$ cat src/rtl/lap_timer_multi_if.sv
// Bundles the race controls and per-player timing results between a driver and the lap timer.
// Widths follow PLAYERS/WIDTH; every field is a level signal sampled on the shared clock.
interface lap_timer_multi_if #(
    parameter int PLAYERS = 2,
    parameter int WIDTH   = 16
);
    logic                       tick;
    logic                       race_start;
    logic [PLAYERS-1:0]         lap_finished;
    logic [PLAYERS*WIDTH-1:0]   current_lap_time;
    logic [PLAYERS*WIDTH-1:0]   last_lap_time;
    logic [PLAYERS*WIDTH-1:0]   best_lap_time;
    logic [PLAYERS-1:0]         best_valid;
    logic [PLAYERS*4-1:0]       lap_count;
    logic [PLAYERS-1:0]         player_done;
    logic [2:0]                 winner;
    logic                       winner_valid;
    logic                       race_done;

    modport master (
        output tick, race_start, lap_finished,
        input  current_lap_time, last_lap_time, best_lap_time, best_valid,
               lap_count, player_done, winner, winner_valid, race_done
    );

    modport slave (
        input  tick, race_start, lap_finished,
        output current_lap_time, last_lap_time, best_lap_time, best_valid,
               lap_count, player_done, winner, winner_valid, race_done
    );
endinterface

$ cat src/rtl/lap_timer_multi.sv
// Multi-player lap timer: per-player running/last/best lap times, lap counts and first-finisher detection.
// All outputs registered, 1-cycle latency from lap_finished; no backpressure, inputs are single-cycle pulses.
module lap_timer_multi #(
    parameter int PLAYERS = 2,
    parameter int WIDTH   = 16,
    parameter int LAPS    = 3,
    parameter int MIN_LAP = 4
) (
    input  logic             clk,
    input  logic             rst,
    lap_timer_multi_if.slave bus
);
    typedef enum logic [1:0] {IDLE, RACING, FINISHED} state_t;

    localparam logic [WIDTH-1:0] SAT_VAL = '1;
    localparam logic [WIDTH-1:0] MIN_VAL = WIDTH'(MIN_LAP);
    localparam logic [3:0]       LAPS_VAL = 4'(LAPS);

    state_t             state_q, state_d;
    logic [WIDTH-1:0]   cur_q  [PLAYERS];
    logic [WIDTH-1:0]   cur_d  [PLAYERS];
    logic [WIDTH-1:0]   last_q [PLAYERS];
    logic [WIDTH-1:0]   last_d [PLAYERS];
    logic [WIDTH-1:0]   best_q [PLAYERS];
    logic [WIDTH-1:0]   best_d [PLAYERS];
    logic [3:0]         cnt_q  [PLAYERS];
    logic [3:0]         cnt_d  [PLAYERS];
    logic [PLAYERS-1:0] bv_q, bv_d;
    logic [PLAYERS-1:0] done_q, done_d;
    logic [2:0]         win_q, win_d;
    logic               wv_q, wv_d;
    logic               won;

    always_ff @(posedge clk) begin
        if (rst) begin
            state_q <= IDLE;
            for (int p = 0; p < PLAYERS; p++) begin
                cur_q[p]  <= '0;
                last_q[p] <= '0;
                best_q[p] <= '0;
                cnt_q[p]  <= '0;
            end
            bv_q   <= '0;
            done_q <= '0;
            win_q  <= '0;
            wv_q   <= 1'b0;
        end else begin
            state_q <= state_d;
            cur_q   <= cur_d;
            last_q  <= last_d;
            best_q  <= best_d;
            cnt_q   <= cnt_d;
            bv_q    <= bv_d;
            done_q  <= done_d;
            win_q   <= win_d;
            wv_q    <= wv_d;
        end
    end

    always_comb begin
        state_d = state_q;
        cur_d   = cur_q;
        last_d  = last_q;
        best_d  = best_q;
        cnt_d   = cnt_q;
        bv_d    = bv_q;
        done_d  = done_q;
        win_d   = win_q;
        wv_d    = wv_q;
        won     = 1'b0;

        if (bus.race_start) begin
            state_d = RACING;
            for (int p = 0; p < PLAYERS; p++) begin
                cur_d[p]  = '0;
                last_d[p] = '0;
                best_d[p] = '0;
                cnt_d[p]  = '0;
            end
            bv_d   = '0;
            done_d = '0;
            win_d  = '0;
            wv_d   = 1'b0;
        end else if (state_q == RACING) begin
            if (&done_q) begin
                state_d = FINISHED;
            end
            // Ascending scan so the lowest-index simultaneous finisher claims the win.
            for (int p = 0; p < PLAYERS; p++) begin
                if (!done_q[p]) begin
                    if (bus.lap_finished[p] && (cur_q[p] >= MIN_VAL)) begin
                        last_d[p] = cur_q[p];
                        cur_d[p]  = '0;
                        cnt_d[p]  = cnt_q[p] + 4'd1;
                        bv_d[p]   = 1'b1;
                        if (!bv_q[p] || (cur_q[p] < best_q[p])) begin
                            best_d[p] = cur_q[p];
                        end
                        if ((cnt_q[p] + 4'd1) == LAPS_VAL) begin
                            done_d[p] = 1'b1;
                            if (!wv_q && !won) begin
                                won   = 1'b1;
                                win_d = 3'(p);
                                wv_d  = 1'b1;
                            end
                        end
                    end else if (bus.tick && (cur_q[p] != SAT_VAL)) begin
                        cur_d[p] = cur_q[p] + 1'b1;
                    end
                end
            end
        end
    end

    for (genvar g = 0; g < PLAYERS; g++) begin : g_pack
        assign bus.current_lap_time[g*WIDTH +: WIDTH] = cur_q[g];
        assign bus.last_lap_time[g*WIDTH +: WIDTH]    = last_q[g];
        assign bus.best_lap_time[g*WIDTH +: WIDTH]    = best_q[g];
        assign bus.lap_count[g*4 +: 4]                = cnt_q[g];
    end

    assign bus.best_valid   = bv_q;
    assign bus.player_done  = done_q;
    assign bus.winner       = win_q;
    assign bus.winner_valid = wv_q;
    assign bus.race_done    = (state_q == FINISHED);
endmodule

$ cat src/flat_wrapper.sv
// flat-port wrapper written by rule: the top's interface ports become plain ports
module lap_timer_multi_flat 
#(
    parameter int PLAYERS = 2,
    parameter int WIDTH   = 16,
    parameter int LAPS    = 3,
    parameter int MIN_LAP = 4
)
  (clk, rst, bus_tick, bus_race_start, bus_lap_finished, bus_current_lap_time, bus_last_lap_time, bus_best_lap_time, bus_best_valid, bus_lap_count, bus_player_done, bus_winner, bus_winner_valid, bus_race_done);
  lap_timer_multi_if #(.PLAYERS(PLAYERS), .WIDTH(WIDTH)) bus_i ();
  input  logic clk;
  input  logic rst;
  input wire logic [$bits(bus_i.tick)-1:0] bus_tick;
  input wire logic [$bits(bus_i.race_start)-1:0] bus_race_start;
  input wire logic [$bits(bus_i.lap_finished)-1:0] bus_lap_finished;
  output wire logic [$bits(bus_i.current_lap_time)-1:0] bus_current_lap_time;
  output wire logic [$bits(bus_i.last_lap_time)-1:0] bus_last_lap_time;
  output wire logic [$bits(bus_i.best_lap_time)-1:0] bus_best_lap_time;
  output wire logic [$bits(bus_i.best_valid)-1:0] bus_best_valid;
  output wire logic [$bits(bus_i.lap_count)-1:0] bus_lap_count;
  output wire logic [$bits(bus_i.player_done)-1:0] bus_player_done;
  output wire logic [$bits(bus_i.winner)-1:0] bus_winner;
  output wire logic [$bits(bus_i.winner_valid)-1:0] bus_winner_valid;
  output wire logic [$bits(bus_i.race_done)-1:0] bus_race_done;
  assign bus_i.tick = bus_tick;
  assign bus_i.race_start = bus_race_start;
  assign bus_i.lap_finished = bus_lap_finished;
  assign bus_current_lap_time = bus_i.current_lap_time;
  assign bus_last_lap_time = bus_i.last_lap_time;
  assign bus_best_lap_time = bus_i.best_lap_time;
  assign bus_best_valid = bus_i.best_valid;
  assign bus_lap_count = bus_i.lap_count;
  assign bus_player_done = bus_i.player_done;
  assign bus_winner = bus_i.winner;
  assign bus_winner_valid = bus_i.winner_valid;
  assign bus_race_done = bus_i.race_done;
  lap_timer_multi #(.PLAYERS(PLAYERS), .WIDTH(WIDTH), .LAPS(LAPS), .MIN_LAP(MIN_LAP)) u_core (.clk(clk), .rst(rst), .bus(bus_i));
endmodule
$ cat config.mk
export PLATFORM = sky130hd
export DESIGN_NAME = lap_timer_multi_flat
export DESIGN_NICKNAME = d
export VERILOG_FILES = /design/src/rtl/lap_timer_multi_if.sv /design/src/rtl/lap_timer_multi.sv /design/src/flat_wrapper.sv
export SDC_FILE = /design/constraint.sdc
export NUM_CORES = 1
export LEC_CHECK = 0
export ABC_CLOCK_PERIOD_IN_PS = 3100
export CORE_MARGIN = 8
export CORE_UTILIZATION = 60
export CTS_BUF_LIST = sky130_fd_sc_hd__clkbuf_8
export DETAILED_ROUTE_END_ITERATION = 16
export DONT_BUFFER_PORTS = 1
export GPL_TIMING_DRIVEN = 0
export PLACE_DENSITY = 0.73
export SYNTH_ARGS = -nofsm -noshare
export SYNTH_HDL_FRONTEND = slang
export SYNTH_SLANG_ARGS = --single-unit
$ cat constraint.sdc
create_clock -name clk -period 3.1 [get_ports clk]
set_clock_uncertainty 0.1 [all_clocks]
set_input_delay 0.31 -clock clk [delete_from_list [all_inputs] [get_ports clk]]
set_output_delay 0.31 -clock clk [all_outputs]
set_load 0.1 [all_outputs]
; Yosys cells after proc, flatten, opt, wreduce, memory -nomap -nowiden
; Cells that the tools add are included.
[totals]
reg_bits = 114
input_bits = 6
out_inout_bits = 113
wordCells = 90
[op_classes]
addsub = 4
magnitude_cmp = 4
n_eq_ne = 6
n_mux = 34
bitwise = 2
reduce_logical = 25
[ops]
columns = op, n
row1 = 16-bit 2-to-1 mux, 4
row2 = "16-bit by 1-bit adder with 16-bit output, second input constant", 2
row3 = "16-bit by 3-bit >= comparator with 1-bit output, second input constant", 2
row4 = 16-bit < comparator, 2
row5 = "16-bit inequality test, second input constant", 2
row6 = 3-bit 2-to-1 mux, 8
row7 = 1-bit 2-to-1 mux, 22
row8 = 3-bit AND reduction, 5
row9 = "4-bit by 1-bit adder with 4-bit output, second input constant", 2
row10 = "4-bit by 2-bit equality test with 1-bit output, second input constant", 2
row11 = 4-bit AND reduction, 2
row12 = 2-bit nonzero test, 4
row13 = 1-bit logical AND, 5
row14 = 1-bit logical NOT, 4
row15 = 2-bit AND reduction, 2
row16 = "2-bit by 1-bit equality test with 1-bit output, second input constant", 1
row17 = "2-bit equality test, second input constant", 1
row18 = 1-bit logical OR, 2
row19 = 1-bit NOT, 2
row20 = 2-bit OR reduction, 1

; Depth between registers and ports, before layout
; Gate-level depths: netlist (run 1).
[logic_depth]
depth_word = 13
mapped_depth = 10
depth_no_buf = 7

; Least setup slack after synthesis (run 1)
; No wires, ideal clock.
[synth_path]
path_kind = reg2reg
start = register u_core.best_q, in the netlist u_core.bus.best_lap_time[14]
end = register u_core.best_q, in the netlist u_core.bus.best_lap_time[11]
setup_ns = 0.067
arrival_ns = 3.113
required_time_ns = 2.933
path_slack_ns = -0.181
stages_incl_launch_ff = 10
n_path_buf = 2
period_less_slack_ns = 3.281
path_cell_list = dfxtp_1 inv_1 ha_1 nand4_1 or4_1 o32ai_1 buf_2 buf_2 o2111ai_1 nand3_1
[synth_between]
elab_chain_cells = 3
[synth_rtl]
columns = element, line
row1 = from (decl), lap_timer_multi.sv:24  ; logic [WIDTH-1:0] best_q [PLAYERS];
row2 = from (signal assigned), lap_timer_multi.sv:51  ; best_q <= best_d;
row3 = 16-bit < comparator, lap_timer_multi.sv:96  ; if (!bv_q[p] || (cur_q[p] < best_q[p])) begin
row4 = 1-bit logical OR, lap_timer_multi.sv:96
row5 = 4-bit AND reduction (no source line), --
; Every way passes these cells.
; A chain may end at the register's enable or synchronous reset.

; Worst setup path in the final report (run 1)
[layout_path]
start = register u_core.cur_q, in the netlist u_core.bus.current_lap_time[28]
end = register u_core.last_q, in the netlist u_core.bus.last_lap_time[23]
[layout_between]
elab_chain_cells = 3
[layout_rtl]
columns = element, line
row1 = from (decl), lap_timer_multi.sv:20  ; logic [WIDTH-1:0] cur_q [PLAYERS];
row2 = from (signal assigned), lap_timer_multi.sv:49  ; cur_q <= cur_d;
row3 = 16-bit by 3-bit >= comparator with 1-bit output, lap_timer_multi.sv:91  ; if (bus.lap_finished[p] && (cur_q[p] >= MIN_VAL)) begin
row4 = 1-bit logical AND, lap_timer_multi.sv:91
row5 = 3-bit AND reduction (no source line), --
row6 = to (signal assigned), lap_timer_multi.sv:50  ; last_q <= last_d;
row7 = to (decl), lap_timer_multi.sv:22  ; logic [WIDTH-1:0] last_q [PLAYERS];
; Every way passes these cells.

==> results of run 1 <==
sequential cells by signal, indices dropped and copies added (netlist names):
register and flops:
u_core.state_q 2, u_core.bus.best_lap_time 32, u_core.bus.lap_count 8, u_core.bus.winner 3, u_core.bus.player_done 2, u_core.bus.best_valid 2, u_core.bus.winner_valid 1, u_core.bus.current_lap_time 32
u_core.bus.last_lap_time 32
area by class of cell:
cell class | count | share of cell area, %
multi-input combinational | 614 | 53.2
sequential | 114 | 31.9
buffer | 85 | 5.40
clock buffer | 19 | 3.41
inverter | 48 | 2.35
tap | 143 | 2.33
clock inverter | 13 | 1.14
timing repair buffer | 2 | 0.261
critical path, delay by kind of cell, from the launching register on:
| kind | cells | cell delay [ps] |
|---|---|---|
| DFF | 1 | 550 |
| buffers and inverters | 3 | 1100 |
| AOI/OAI and AO/OA | 2 | 500 |
| and+or+nand+nor | 3 | 670 |
kinds of logic (layout without fill, tap and decap cells):
group	count (synthesis)	count (layout)	share of synthesized area, %
simple gates	357	357	26.5
compound gates	193	193	21.2
flops	114	114	33.3
fa+ha+maj	38	38	6.93
xor+xnor	9	9	1.15
mux	17	17	2.79
buf+inv	133	167	8.20
how the worst max path moves through the flow:
stage / cells past startpoint / start / endpoint / slack [ps]
2_1_floorplan: 9 / u_core.bus.best_lap_time[22] / u_core.bus.best_lap_time[22] / 9
3_3_place_gp: 8 / u_core.bus.current_lap_time[12] / u_core.bus.best_lap_time[6] / -500
3_5_place_dp: 8 / u_core.bus.current_lap_time[23] / u_core.bus.last_lap_time[23] / -570
4_1_cts: 9 / u_core.bus.best_lap_time[14] / u_core.bus.best_lap_time[13] / 20
5_1_grt: 10 / u_core.bus.current_lap_time[28] / u_core.bus.current_lap_time[26] / -5
6_report: 8 / u_core.bus.current_lap_time[28] / u_core.bus.last_lap_time[23] / 100
synth_stat cells, drive strengths merged, types with 4 or more instances:
master,instances
a2111o,12
a211oi,17
a21oi,60
a41oi,16
and3,6
buf,26
clkbuf,59
dfxtp,114
ha,38
inv,47
mux2,17
nand2,149
nand2b,5
nand3,51
nand3b,16
nand4,18
nor2,28
nor3,11
nor4,4
o2111ai,44
o21a,7
o21ai,11
o31ai,5
or2,6
or3,7
or4,47
xnor2,5
xor2,4
power by group through the flow:
| stage | Sequential [µW] | Clock [µW] | Combinational (µW) |
|---|---|---|---|
| floorplan | 1510 | 0 | 69.6 |
| global placement | 1510 | 0 | 105 |
| detailed placement | 1510 | 0 | 108 |
| CTS | 1450 | 1250 | 110 |
| global route | 1440 | 1320 | 121 |
| finish | 1450 | 1250 | 115 |
what timing repair did:
action,in CTS,in global routing
endpoints found under the setup margin,93,71
gates cloned,0,0
hold endpoints to repair,1,0
resized for setup,69,41
hold buffers,2,0
pin swaps,0,1
routing by layer:
layer / track usage [%] / vias to the layer above
li1: - / 3243
met1: 39.2 / 3351
met2: 45.5 / 338
met3: 9.18 / 44
met4: 9.29 / 0
met5: 0 / -
stage by stage:
| step | TNS (ps) | std cells | cell area [µm²] |
|---|---|---|---|
| after floorplan | 0 | 861 | 6890 |
| after global placement | -25710 | 1004 | 7070 |
| after detailed placement | -29680 | 1004 | 7080 |
| after CTS | 0 | 1038 | 7580 |
| after global routing | -12.6 | 1038 | 7670 |
| final | 0 | 1038 | 7670 |
==> impl_metrics.ini, run 1 <==
[outcome]
outcome = completed

[setup_path]
crit_fanout = 10
reg2reg_to = u_core.bus.last_lap_time[23]
crit_type = reg -> reg
r2r_slack_ps = 100
cp.arrival_ps = 3270
ff2ff_path_depth = 8
crit_path_end_kind = register
critPathMostFrequentCell = buf_2
critPathLaunchType = register
worstPathRequired_ps = 3370
r2r-start = u_core.bus.current_lap_time[28]
crit_chain = clkbuf_1 -> nor4_2 -> a41o_2 -> nor2_2 -> buf_2 -> buf_2 -> nand2_1 -> a21oi_1
critPathSlowestCell = dfxtp_4
critPathMaxStageDelay_ps = 550

[min_path]
min_from = bus_lap_finished[0]
whs_path_depth = 3
hold_end = u_core.bus.current_lap_time[1]
hold_path.class = in -> reg

[global_routing]
gr-usage-all-layers_pct = 29.7
grt-ovfl-total = 0
grt_pass1_vias = 6609
grt_max_degree = 17
grt_pass1_wl_um = 35400
grt_antenna_before_repair = 0

[clocking]
cts-root-buf = clkbuf_8
clk_pin_slew_worst_paths_ps = 70
postCtsSetupRepairBufs = 0
cts.path.max_buffers = 2
numCtsBuffers = 17
htreeDepth = 4
cts.sinks = 114
clk_latency_ps = 450
cts_tree = done

[synthesis]
synthTopCellsByArea = dfxtp_1 (33%), nand2_1 (8.1%), ha_1 (6.9%)
ys_warn_count = 0
synthCells = 861
ys_ff_latch = 114
synth_top_cell_by_area = dfxtp_1
ys_async_sr_fraction_pct = 0
synthFlopType = dfxtp_1
yosysUniqueCellTypes = 58
synth_nets = 905
post_synth.cell_area_avg_um2 = 7.97
synth_top_area_share_pct = 33.3
syn_area_mm2 = 0.00686
synth_edf_count = 0
yosysSeqAreaShare_pct = 33.3

[layout]
postLayoutCoreUtil_pct = 68.0
multiInputGateArea_mm2 = 0.00408
fillers = 952
nets = 926
drive_gt1_share_pct = 18.3
final-seq-area_mm2 = 0.00245
n_antenna_cell = 0
final_cell_mix = nand2_1 (148), a21oi_1 (60), nand3_1 (51), clkbuf_1 (50), dfxtp_1 (50)
layout_commonest_cell = nand2_1
synthToLayoutAreaGrowth_pct = 11.7

[drt]
drt_iter0_drc = 806
wl_per_cell_um = 21.9
dr_wl_met2_um = 10200
num_vias = 6976
viasPerCell = 6.72
wl_um = 22700
highest_layer = met4
wl_met1_um = 9650
drc = 0
drt_pass1_iterations = 6
met3_length_um = 2510
drtAntennaViolNets = 0

[power]
pwr-share-comb_pct = 4.1
switching_power_uw = 765
ir_drop_mv = 0.416
p_leak_uw = 0.00255
pwr-share-seq_pct = 51.4
switching_share_pct = 27.2
p_clk_share_pct = 44.5
finalPower_uw = 2810
power_density_mw_per_mm2 = 367
internal-power_uw = 2040

[job]
drv_cap = 0

[placed_design]
place.gp.congestion = 0.925
place_ws_ps = -565
dpl.hpwl_um = 16700
io_buffer_count = 0

[sta]
setup_violations = 0
relSlewSlack_pct = 21.0
hold_viol_final = 0
fmax_mhz = 334
post-route-period-util_pct = 96.7
slew_violations = 0
worstMarginPinSlew_ps = 1180
setup_ws_ps = 104
holdWs_ps = 68.0
period_needed_ps = 3000

[floorplan]
dieHeight_um = 123
start_util_pct = 60.9
rows = 39
ioPinCount = 119
core_mm2 = 0.0113
die-width_um = 123
die-area_mm2 = 0.0151
(Power assumes the default switching activity.)
==> run 2: changes to the inputs <==
CTS_BUF_LIST = sky130_fd_sc_hd__clkbuf_16   (was sky130_fd_sc_hd__clkbuf_8)
==> impl_metrics.ini, run 2 (same netlist as run 1, synthesis figures left out) <==
[setup_path]
critPathMostFrequentCell = buf_2
crit_chain = clkbuf_1 -> nor4_2 -> a41o_2 -> nor2_2 -> buf_2 -> buf_2 -> nand2_1 -> a21oi_1
crit_path_end_kind = register
critPathMaxStageDelay_ps = 550
cp.arrival_ps = 3230
crit_type = reg -> reg
critPathSlowestCell = dfxtp_4
crit_fanout = 10
worstPathRequired_ps = 3350
critPathLaunchType = register

[placed_design]
io_buffer_count = 0
place_ws_ps = -565
dpl.hpwl_um = 16700
place.gp.congestion = 0.925
place_area_mm2 = 0.00708

[floorplan]
rows = 39
start_util_pct = 60.9
ioPinCount = 119
core_mm2 = 0.0113
die-area_mm2 = 0.0151
die-width_um = 123
dieHeight_um = 123

[job]
drv_cap = 0

[layout]
multiInputGateArea_mm2 = 0.00408
final-seq-area_mm2 = 0.00245
fillers = 924
final_cell_mix = nand2_1 (148), a21oi_1 (60), nand3_1 (51), dfxtp_1 (50), clkbuf_1 (49)
postLayoutCoreUtil_pct = 69.6
final_area_mm2 = 0.00784
synthToLayoutAreaGrowth_pct = 14.2
nets = 926
n_antenna_cell = 0
drive_gt1_share_pct = 18.1
layout_commonest_cell = nand2_1

[clocking]
numCtsBuffers = 17
htreeDepth = 4
cts.sinks = 114
cts_tree = done
clk_latency_ps = 420
cts.path.max_buffers = 2
cts-root-buf = clkbuf_16
postCtsSetupRepairBufs = 0
clk_pin_slew_worst_paths_ps = 60

[sta]
setup_ws_ps = 120
fmax_mhz = 336
worstMarginPinSlew_ps = 1180
relSlewSlack_pct = 21.0
period_needed_ps = 2980
holdWs_ps = 98.4
rsz0062_at_grt = no
post-route-period-util_pct = 96.1
slew_violations = 0
setup_violations = 0
hold_viol_final = 0

[power]
p_leak_uw = 0.00262
finalPower_uw = 3300
ir_drop_mv = 0.421
power_density_mw_per_mm2 = 420

[drt]
num_vias = 6981
wl_um = 22800
drt_iter0_drc = 829
drt_pass1_iterations = 5
viasPerCell = 6.73
wl_per_cell_um = 22.0
drc = 0
drtAntennaViolNets = 0

[outcome]
outcome = completed

[global_routing]
grt_max_degree = 17
grt_pass1_vias = 6666
gr-usage-all-layers_pct = 30.1
grt_pass1_wl_um = 35800
grt-ovfl-total = 0
grt_antenna_before_repair = 0

[min_path]
hold_path.class = in -> reg
==> run 2: where the power goes <==
part / internal (µW) / switching [µW]
Combinational: 22.1 / 93.1
Clock: 1010 / 728
Sequential: 1440 / 9.93
==> run 2: critical path: cells and delay by family (launching register included) <==
| family | cells | cell delay (ps) |
|---|---|---|
| compound gates | 2 | 500 |
| flops | 1 | 550 |
| simple gates | 3 | 670 |
| buf+inv | 3 | 1080 |
==> run 2: final cells by class <==
class	instances	share of cell area [%]
inverters	48	2.30
clock buffers	17	5.43
plain buffers	85	5.31
clock inverters	15	1.21
well taps	143	2.28
repair buffers	2	0.255
multi-input cells	614	52.0
flip-flops and latches	114	31.2
==> run 2: repair_timing <==
action	in CTS	in global routing
hold buffers	2	0
pin swaps	0	1
gates resized for setup	69	43
endpoints found under the hold margin	1	0
endpoints found under the setup margin	93	71
==> run 2: layer usage <==
| metal | GRT usage [%] | share of wire (%) |
|---|---|---|
| met5 | 0 | 0 |
| met3 | 9.27 | 12 |
| met1 | 39.7 | 42 |
| met4 | 11.1 | 1.7 |
| met2 | 45.6 | 44 |
==> run 2: path summary, 6_finish.rpt <==
check	slack [ps]	endpoint	cells after the start	from
setup / recovery	120	u_core.bus.last_lap_time[23]	8	u_core.bus.current_lap_time[28]
hold / removal	100	u_core.bus.current_lap_time[1]	3	bus_lap_finished[0]
setup reg to reg	120	u_core.bus.last_lap_time[23]	8	u_core.bus.current_lap_time[28]
hold reg to reg	450	u_core.state_q[1]	2	u_core.state_q[1]
==> run 2: through the flow <==
| stage | setup TNS [ps] | cells |
|---|---|---|
| after detailed placement | -29680 | 1004 |
| after CTS | 0 | 1038 |
| after global routing | 0 | 1038 |
| final | 0 | 1038 |
| after floorplan | 0 | 861 |
| after global placement | -25710 | 1004 |
==> run 3: changes to the inputs <==
SETUP_SLACK_MARGIN = 0.15   (was unset)
SLEW_MARGIN = 20   (was unset)
==> impl_metrics.ini, run 3 (same netlist as run 1, synthesis figures left out) <==
[floorplan]
core_mm2 = 0.0113
die-area_mm2 = 0.0151
die-width_um = 123
start_util_pct = 60.9
rows = 39
ioPinCount = 119
dieHeight_um = 123

[sta]
holdWs_ps = 175
fmax_mhz = 349
post-route-period-util_pct = 92.4
worstMarginPinSlew_ps = 1200
slew_violations = 0
relSlewSlack_pct = 19.8
rsz0062_at_grt = yes
setup_violations = 0
period_needed_ps = 2870
hold_viol_final = 0

[drt]
drt_iter0_drc = 808
drtAntennaViolNets = 0
viasPerCell = 6.82
drt_pass1_iterations = 7
wl_um = 23600
wl_per_cell_um = 22.5
num_vias = 7164
drc = 0

[global_routing]
grt_max_degree = 17
grt-ovfl-total = 0
grt_pass1_vias = 6823
gr-usage-all-layers_pct = 31.1
grt_pass1_wl_um = 36700
grt_antenna_before_repair = 0

[clocking]
clk_latency_ps = 430
htreeDepth = 4
cts.sinks = 114
numCtsBuffers = 17
clk_pin_slew_worst_paths_ps = 60
cts_tree = done
cts-root-buf = clkbuf_16
cts.path.max_buffers = 2

[placed_design]
place.gp.congestion = 0.932
dp.cells = 1004
dpl.hpwl_um = 16500
io_buffer_count = 0

[setup_path]
crit_type = reg -> reg
critPathLaunchType = register
crit_path_end_kind = register
reg2reg_to = u_core.bus.best_lap_time[1]
worstPathRequired_ps = 3370
r2r-start = u_core.bus.best_lap_time[2]
cp.arrival_ps = 3130
r2r_slack_ps = 230
crit_fanout = 3
ff2ff_path_depth = 8

[layout]
drive_gt1_share_pct = 20.9
final_cell_mix = nand2_1 (148), a21oi_1 (60), nand3_1 (51), dfxtp_4 (50), dfxtp_1 (50)
n_antenna_cell = 0
nets = 938
layout_commonest_cell = nand2_1
fin_cells = 1050
synthToLayoutAreaGrowth_pct = 19.0

[min_path]
min_from = rst
hold_path.class = in -> reg
hold_end = u_core.bus.current_lap_time[14]
whs_path_depth = 4

[power]
p_leak_uw = 0.00279
power_density_mw_per_mm2 = 463
ir_drop_mv = 0.378

[outcome]
outcome = completed

[job]
drv_cap = 0
==> run 3: cell count changes in the layout (fill, tap and decap cells not counted), moves of 4 or more <==
cell and change:
dfxtp_2 -16, dfxtp_4 +16, buf_4 +15, bufinv_16 +6, clkbuf_2 +6, clkbuf_1 -5
clkinvlp_4 -4
==> run 3: power breakdown <==
part	internal, µW	total, µW	switching, µW
logic	22.5	116	93.5
registers	1420	1430	10.1
clock network	1500	2230	727
==> run 3: layout make-up <==
cell class | count | area [µm²]
inverters | 48 | 180
repair buffers | 14 | 110
well taps | 143 | 179
clock buffers | 17 | 425
fillers | 869 | 3110
multi-input cells | 614 | 4120
clock inverters | 15 | 240
plain buffers | 85 | 427
flip-flops and latches | 114 | 2490
==> run 3: critical path, cell delays in order (launching register included) <==
cell and delay, ps:
dfxtp_2 690, inv_1 130, ha_1 250, a2111oi_1 600
o32ai_4 170, buf_4 170, buf_4 130, or4_1 470
nand3_1 90
==> run 3: worst max path at each step <==
stage	startpoint	to	cells past startpoint
after floorplan	u_core.bus.current_lap_time[23]	u_core.bus.best_lap_time[23]	7
after global placement	u_core.bus.current_lap_time[23]	u_core.bus.last_lap_time[23]	8
after detailed placement	u_core.bus.current_lap_time[23]	u_core.bus.last_lap_time[23]	8
after CTS	u_core.bus.best_lap_time[27]	u_core.bus.best_lap_time[31]	9
after global routing	u_core.bus.current_lap_time[27]	u_core.bus.last_lap_time[23]	9
final	u_core.bus.best_lap_time[2]	u_core.bus.best_lap_time[1]	8
==> run 3: layer usage <==
metal | wire (µm) | global-route usage [%]
met1 | 9440 | 39.2
met2 | 10700 | 47.3
met3 | 2880 | 11.1
met4 | 531 | 13.3
met5 | 0 | 0
==> run 3: per-stage QoR <==
stage | power, µW | TNS [ps] | util, % | setup WS (ps) | cell area [µm²]
6_report | 3780 | 0 | 72.4 | 234 | 8170
5_1_grt | 3850 | 0 | 72.4 | 102 | 8170
4_1_cts | 3780 | 0 | 71.1 | 151 | 8010
3_5_place_dp | 1620 | -25780 | 63.0 | -528 | 7100
3_3_place_gp | 1610 | -24040 | 62.9 | -533 | 7090
2_1_floorplan | 1580 | 0 | - | 159 | 6910
==> run 3: repair_timing <==
| action | in CTS | in global routing |
|---|---|---|
| endpoints found under the hold margin | 1 | 0 |
| endpoints found under the setup margin | 107 | 81 |
| gates resized for setup | 80 | 44 |
| hold buffers | 2 | 0 |
| pin swaps | 2 | 7 |
| setup buffers | 4 | 8 |
